===== config.mk =====
export PLATFORM = sky130hd
export DESIGN_NAME = serial_subtractor_flat
export DESIGN_NICKNAME = d
export VERILOG_FILES = /design/src/rtl/serial_subtractor_if.sv /design/src/rtl/serial_subtractor.sv /design/src/flat_wrapper.sv
export SDC_FILE = /design/constraint.sdc
export NUM_CORES = 1
export LEC_CHECK = 0
export ABC_AREA = 1
export CORE_ASPECT_RATIO = 1.1
export CORE_MARGIN = 3
export CORE_UTILIZATION = 41
export DETAILED_ROUTE_END_ITERATION = 16
export PLACE_DENSITY = 0.67
export SLEW_MARGIN = 20
export SYNTH_ARGS = -nofsm -noshare
export SYNTH_HDL_FRONTEND = slang
export SYNTH_SLANG_ARGS = --single-unit

===== constraint.sdc =====
create_clock -name clk -period 1.4 [get_ports clk]
set_clock_uncertainty 0.05 [all_clocks]
set_input_delay 0.21 -clock clk [delete_from_list [all_inputs] [get_ports clk]]
set_output_delay 0.21 -clock clk [all_outputs]
set_load 0.01 [all_outputs]

===== src/rtl/serial_subtractor_if.sv =====
// Operand/result bundle for the bit-serial subtractor.
// Signals: start/a/b (request side), busy/done/d/bo (result side),
// ovf only when SERIAL_SUB_OVF_EN is defined.
// master: requester drives start/a/b. slave: the subtractor.
interface serial_subtractor_if #(
    parameter int unsigned WIDTH = 4
);
    logic             start;
    logic [WIDTH-1:0] a;
    logic [WIDTH-1:0] b;
    logic             busy;
    logic             done;
    logic [WIDTH-1:0] d;
    logic             bo;
`ifdef SERIAL_SUB_OVF_EN
    logic             ovf;
`endif

    modport master (
        output start, a, b,
        input  busy, done, d, bo
`ifdef SERIAL_SUB_OVF_EN
        , input ovf
`endif
    );

    modport slave (
        input  start, a, b,
        output busy, done, d, bo
`ifdef SERIAL_SUB_OVF_EN
        , output ovf
`endif
    );
endinterface


===== src/rtl/serial_subtractor.sv =====
// Bit-serial LSB-first unsigned subtractor: d = (a - b) mod 2^WIDTH,
// bo = (a < b). One full-subtractor cell plus a borrow flop; one bit per clock.
// Ports: clk, rst_n (async active-low), bus (serial_subtractor_if.slave):
//   start/a/b in, busy/done/d/bo out (ovf out when SERIAL_SUB_OVF_EN is defined).
// Optional macro SERIAL_SUB_OVF_EN adds the registered signed-overflow flag ovf.
// A request is accepted in IDLE or DONE (back-to-back); done pulses one cycle
// WIDTH+1 cycles after acceptance; d/bo/ovf hold until the next DONE entry.
module serial_subtractor #(
    parameter int unsigned WIDTH = 4
) (
    input  logic                 clk,
    input  logic                 rst_n,
    serial_subtractor_if.slave   bus
);
    localparam int unsigned CNT_W = (WIDTH > 2) ? $clog2(WIDTH) : 1;
    localparam logic [CNT_W-1:0] LAST_BIT = CNT_W'(WIDTH - 1);

    typedef enum logic [1:0] {
        IDLE  = 2'd0,
        SHIFT = 2'd1,
        DONE  = 2'd2
    } state_t;

    state_t           state_q, state_d;
    logic [WIDTH-1:0] ra_q, ra_d;
    logic [WIDTH-1:0] rb_q, rb_d;
    logic [WIDTH-1:0] res_q, res_d;
    logic [WIDTH-1:0] d_q, d_d;
    logic [CNT_W-1:0] cnt_q, cnt_d;
    logic             br_q, br_d;
    logic             bo_q, bo_d;
    logic             busy_q, busy_d;
    logic             done_q, done_d;
    logic             diff_bit;
    logic             br_next;
`ifdef SERIAL_SUB_OVF_EN
    logic             a_msb_q, a_msb_d;
    logic             b_msb_q, b_msb_d;
    logic             ovf_q, ovf_d;
`endif

    // Full-subtractor cell on the current LSBs and the running borrow.
    always_comb begin
        diff_bit = ra_q[0] ^ rb_q[0] ^ br_q;
        br_next  = (~ra_q[0] & rb_q[0]) | (~(ra_q[0] ^ rb_q[0]) & br_q);
    end

    // Next-state and datapath update.
    always_comb begin
        state_d = state_q;
        ra_d    = ra_q;
        rb_d    = rb_q;
        res_d   = res_q;
        cnt_d   = cnt_q;
        br_d    = br_q;
        d_d     = d_q;
        bo_d    = bo_q;
        busy_d  = 1'b0;
        done_d  = 1'b0;
`ifdef SERIAL_SUB_OVF_EN
        a_msb_d = a_msb_q;
        b_msb_d = b_msb_q;
        ovf_d   = ovf_q;
`endif
        case (state_q)
            IDLE, DONE: begin
                if (bus.start) begin
                    state_d = SHIFT;
                    ra_d    = bus.a;
                    rb_d    = bus.b;
                    res_d   = '0;
                    cnt_d   = '0;
                    br_d    = 1'b0;
                    busy_d  = 1'b1;
`ifdef SERIAL_SUB_OVF_EN
                    a_msb_d = bus.a[WIDTH-1];
                    b_msb_d = bus.b[WIDTH-1];
`endif
                end else begin
                    state_d = IDLE;
                end
            end
            SHIFT: begin
                ra_d  = ra_q >> 1;
                rb_d  = rb_q >> 1;
                // Difference bits enter at the MSB so the LSB ends up at bit 0.
                res_d = WIDTH'({diff_bit, res_q} >> 1);
                br_d  = br_next;
                cnt_d = cnt_q + CNT_W'(1);
                if (cnt_q == LAST_BIT) begin
                    state_d = DONE;
                    done_d  = 1'b1;
                    d_d     = res_d;
                    bo_d    = br_next;
`ifdef SERIAL_SUB_OVF_EN
                    ovf_d   = (a_msb_q != b_msb_q) && (diff_bit != a_msb_q);
`endif
                end else begin
                    busy_d = 1'b1;
                end
            end
            default: state_d = IDLE;
        endcase
    end

    // State and datapath registers.
    always_ff @(posedge clk or negedge rst_n) begin
        if (!rst_n) begin
            state_q <= IDLE;
            ra_q    <= '0;
            rb_q    <= '0;
            res_q   <= '0;
            cnt_q   <= '0;
            br_q    <= 1'b0;
            d_q     <= '0;
            bo_q    <= 1'b0;
            busy_q  <= 1'b0;
            done_q  <= 1'b0;
`ifdef SERIAL_SUB_OVF_EN
            a_msb_q <= 1'b0;
            b_msb_q <= 1'b0;
            ovf_q   <= 1'b0;
`endif
        end else begin
            state_q <= state_d;
            ra_q    <= ra_d;
            rb_q    <= rb_d;
            res_q   <= res_d;
            cnt_q   <= cnt_d;
            br_q    <= br_d;
            d_q     <= d_d;
            bo_q    <= bo_d;
            busy_q  <= busy_d;
            done_q  <= done_d;
`ifdef SERIAL_SUB_OVF_EN
            a_msb_q <= a_msb_d;
            b_msb_q <= b_msb_d;
            ovf_q   <= ovf_d;
`endif
        end
    end

    assign bus.busy = busy_q;
    assign bus.done = done_q;
    assign bus.d    = d_q;
    assign bus.bo   = bo_q;
`ifdef SERIAL_SUB_OVF_EN
    assign bus.ovf  = ovf_q;
`endif

endmodule


===== src/flat_wrapper.sv =====
// flat-port wrapper written by rule: the top's interface ports become plain ports
module serial_subtractor_flat 
#(
    parameter int unsigned WIDTH = 4
)
  (clk, rst_n, bus_start, bus_a, bus_b, bus_busy, bus_done, bus_d, bus_bo);
  serial_subtractor_if #(.WIDTH(WIDTH)) bus_i ();
  input  logic clk;
  input  logic rst_n;
  input wire logic [$bits(bus_i.start)-1:0] bus_start;
  input wire logic [$bits(bus_i.a)-1:0] bus_a;
  input wire logic [$bits(bus_i.b)-1:0] bus_b;
  output wire logic [$bits(bus_i.busy)-1:0] bus_busy;
  output wire logic [$bits(bus_i.done)-1:0] bus_done;
  output wire logic [$bits(bus_i.d)-1:0] bus_d;
  output wire logic [$bits(bus_i.bo)-1:0] bus_bo;
  assign bus_i.start = bus_start;
  assign bus_i.a = bus_a;
  assign bus_i.b = bus_b;
  assign bus_busy = bus_i.busy;
  assign bus_done = bus_i.done;
  assign bus_d = bus_i.d;
  assign bus_bo = bus_i.bo;
  serial_subtractor #(.WIDTH(WIDTH)) u_core (.clk(clk), .rst_n(rst_n), .bus(bus_i));
endmodule

* Word level (Yosys, flattened, before mapping)
Cells that the tools add are included.
Word-level totals: bits in writable memories 0, bits in latches 0, bits in read-only memories 0, register bits after elaboration 24, word-level logic and storage cells 46, memories kept 0, input bits 11
Operators by class: shift operators 0, div/mod/pow operators 0, magnitude comparators 0, reduce and logical (&&, ||, !) cells 5, multiplexer cells 18, add/subtract/negate cells 1, bitwise operators 7, eq/ne operators 5, multipliers 0
Operators with widths (number):
- $pmux 4 s2 | 3
- $mux 4 | 3
- $pmux 2 s2 | 2
- $mux 1 | 6
- $eq 2x2->1 const B | 2
- $mux 2 | 2
- $pmux 1 s2 | 2
- $reduce_and 2->1 | 2
- $add 2x1->2 const B | 1
- $and 1x1->1 | 2
- $eq 2x1->1 const B | 1
- $logic_not 2->1 | 1
- $ne 2x1->1 const B | 1
- $ne 2x2->1 const B | 1
- $not 1->1 | 2
- $reduce_bool 2->1 | 1
- $reduce_or 2->1 | 1
- $xor 1x1->1 | 2
- $or 1x1->1 | 1

* Depth between registers and ports, before layout
depth after elaboration 5, depth in mapped cells 7, gate-level depth less buffers 6

* Worst setup path after synthesis
No wires, ideal clock.
kind reg2reg, start point register u_core.br_q, end point register u_core.br_q, slack 128 ps, data required time 1267 ps, period minus slack after synthesis 1272 ps, setup time 83 ps, stages on the path, launching flop included 5, path buffers 0, arrival time 1140 ps, cells stage by stage dfrtp_1 -> inv_1 -> fa_1 -> or2_2 -> o21ai_0
Between the ends: cells in the longest elaborated chain, start to end 3
Ends and longest elaborated chain:
- from (decl) | RTL line serial_subtractor.sv:30 | logic br_q, br_d;
- from (signal assigned) | RTL line serial_subtractor.sv:130 | br_q <= br_d;
- $and 1x1->1 | RTL line serial_subtractor.sv:45 | br_next = (~ra_q[0] & rb_q[0]) | (~(ra_q[0] ^ rb_q[0]) & br_q);
- $or 1x1->1 | RTL line serial_subtractor.sv:45
- $pmux 1 s2 | RTL line serial_subtractor.sv:65 | case (state_q)
Every way passes these cells. A chain may end at the register's enable or synchronous reset.

* Final worst setup path
Same ends and word-level chain as after synthesis.

==> flow_summary.ini <==
[outcome]
outcome = complete, no violations

[grt]
gr-total-overflow = 0
grt_usage = 0.144
grt_pass1_vias = 818
grt_max_degree = 24
antenna_found_initial = 0
grt_pass1_wl_mm = 3.37

[logic_synthesis]
yosys.cell_types.count = 17
synth_area_um2 = 1070
syn_nets = 129
syn_inst = 116
ys_seq_area_frac = 0.540
synth-seq-cells = 23
synth_area_per_cell_um2 = 9.19
yosys_warnings = 0

[clock_tree]
cts_buffer_depth = 2
clkTransAtPathRegs_ps = 120
hold_buffers = 0
htree_levels = 1
clockRootBuffer = clkbuf_4
cts_buffers = 3
clk_latency_ps = 310
cts_num_sinks = 23
cts_tree = yes

[placement]
place.gp.congestion = 0.859
place_ws_ps = 64.1
hpwl_mm = 1.31
placement.cell_area_um2 = 1270
port-buffer-count = 17

[sta]
rsz0062_at_grt = false
min_period_over_period = 0.962
finalMaxSlewViolations = 0
setup_tns_ps = 0
setup_viol = 0
hold_viol_final = 0
fin_crit_ps = 1350
worstMarginPinSlew_ps = 292
setup_ws_ps = 53.8
fmax_mhz = 743
slew-limit-headroom = 0.805

[floorplanning]
dieArea_um2 = 3250
start_util = 0.451
core.rowCount = 18
die_w_um = 54.6
die_height_um = 59.5
core_um2 = 2360
ioPinCount = 18

[setup_path]
crit_path_start_kind = flip-flop
crit_slowest_cell = fa_1
path_buf_inv = 1
end_kind = flip-flop
worstSetupPathType = flip-flop to flip-flop
max_stage_delay_ps = 450
cp_max_fo = 2
critPathTopFamily = adder cells
crit_arrival_ps = 1530
worstPathCellList = inv_1 -> fa_1 -> or2_2 -> o21ai_0
rrSetupSlack_ps = 50
required_ps = 1580

[routing]
ant_nets = 0
drtIter0Drc = 15
drc = 0
viasPerCell = 4.69
vias = 788
dr.pass1.iters = 4
wire_per_inst_um = 10.7
finalWirelength_mm = 1.79

[power_and_ir_drop]
p_clk_frac = 0.103
p_per_area_nw_per_um2 = 2240
switching_share = 0.411
p_seq_frac = 0.394
p_int_mw = 1.71
switchingPower_mw = 1.20
peakVddDrop_mv = 1.07
pwr-share-comb = 0.503
power_leakage_nw = 0.699

[layout]
finalInstanceArea_um2 = 1300
nFillCells = 232
drive_gt1_frac = 0.174
synthToLayoutAreaGrowth_pct = 21.9
final_nets = 152
diodes = 0

[min_path]
min_path_type = primary input to async pin

[job]
maxCapViolCount = 0
stage by stage:
stage	std cells	hold WS (ps)	total power, mW	utilization
floorplan	116	-136	2.23	-
global placement	163	412	2.65	0.539
detailed placement	163	419	2.68	0.539
CTS	167	186	2.93	0.547
global route	168	195	3.23	0.550
finish	168	185	2.91	0.550
synthesized netlist by cell type, drive strengths merged:
master / instances / area, um2
nand2: 37 / 159
nand3: 12 / 60.1
or2: 1 / 6.26
ha: 1 / 12.5
o21ai: 12 / 86.3
dfrtp: 23 / 576
inv: 23 / 88.8
buf: 3 / 33.8
fa: 1 / 20.0
a21oi: 1 / 8.76
nor2: 2 / 15.0
worst reg2reg max path, delay by kind of cell, from the launching register on:
family,cells,cell delay (ps)
adders and majority gates,1,450
DFF,1,350
and+or+nand+nor,1,300
AOI/OAI and AO/OA,1,70
buffers and inverters,1,60
sequential cells by signal (all words and copies together), names as in the netlist:
register         cells
u_core.bus.busy      1
u_core.rb_q          4
u_core.bus.bo        1
u_core.bus.done      1
u_core.br_q          1
u_core.state_q       2
u_core.res_q         3
u_core.ra_q          4
u_core.cnt_q         2
u_core.bus.d         4
metal layers:
metal | vias up | global-route usage | wire length, um
met2 | 25 | 0.228 | 830
met4 | 0 | 0.0676 | 37
met5 | - | 0 | 0
met3 | 5 | 0.0302 | 92
li1 | 396 | - | -
met1 | 362 | 0.182 | 832
cell type report:
class / count / area, um2 / area share
Multi-Input combinational cell: 67 / 368 / 0.283
Tap cell: 30 / 37.5 / 0.0289
Timing Repair Buffer: 21 / 204 / 0.157
Sequential cell: 23 / 576 / 0.443
Inverter: 23 / 88.8 / 0.0683
Clock buffer: 4 / 26.3 / 0.0202
layout by cell type (no fill, tap or decap), drive strengths merged, types with 2 or more instances in the layout:
cell           count
o21ai             12
nand3             12
inv               23
clkbuf             4
nand2             37
dlygate4sd2        7
nor2               2
clkdlybuf4s50     10
dfrtp             23
buf                4
logic make-up after synthesis:
kind of cell / after synthesis / synth area share
AO/OA/AOI/OAI: 13 / 0.0892
adder cells (fa/ha/maj): 2 / 0.0305
buffers and inverters: 26 / 0.115
flip-flops: 23 / 0.540
AND/OR/NAND/NOR: 52 / 0.225
timing repair:
| action | 4_1_cts | 5_1_grt |
|---|---|---|
| setup endpoints to repair | 7 | 1 |
| setup buffers | 0 | 1 |
| gates resized for setup | 7 | 0 |
| cloned | 0 | 0 |
worst paths after layout:
| kind | start | end | cells past startpoint |
|---|---|---|---|
| max | u_core.br_q | u_core.br_q | 4 |
| max in group asynchronous | rst_n | u_core.br_q | 2 |
| max reg2reg | u_core.br_q | u_core.br_q | 4 |
| min reg2reg | u_core.bus.d[3] | u_core.bus.d[3] | 2 |
| min in group clk | bus_a[3] | u_core.ra_q[3] | 3 |
| min | rst_n | u_core.rb_q[2] | 2 |
power groups by stage:
stage | combinational (mW) | sequential (mW) | clock, mW
2_1_floorplan | 1.06 | 1.16 | 0
3_3_place_gp | 1.49 | 1.16 | 0
3_5_place_dp | 1.52 | 1.16 | 0
4_1_cts | 1.47 | 1.15 | 0.315
5_1_grt | 1.69 | 1.18 | 0.355
6_report | 1.46 | 1.15 | 0.298
No activity file was read; power rests on OpenSTA's default activity.
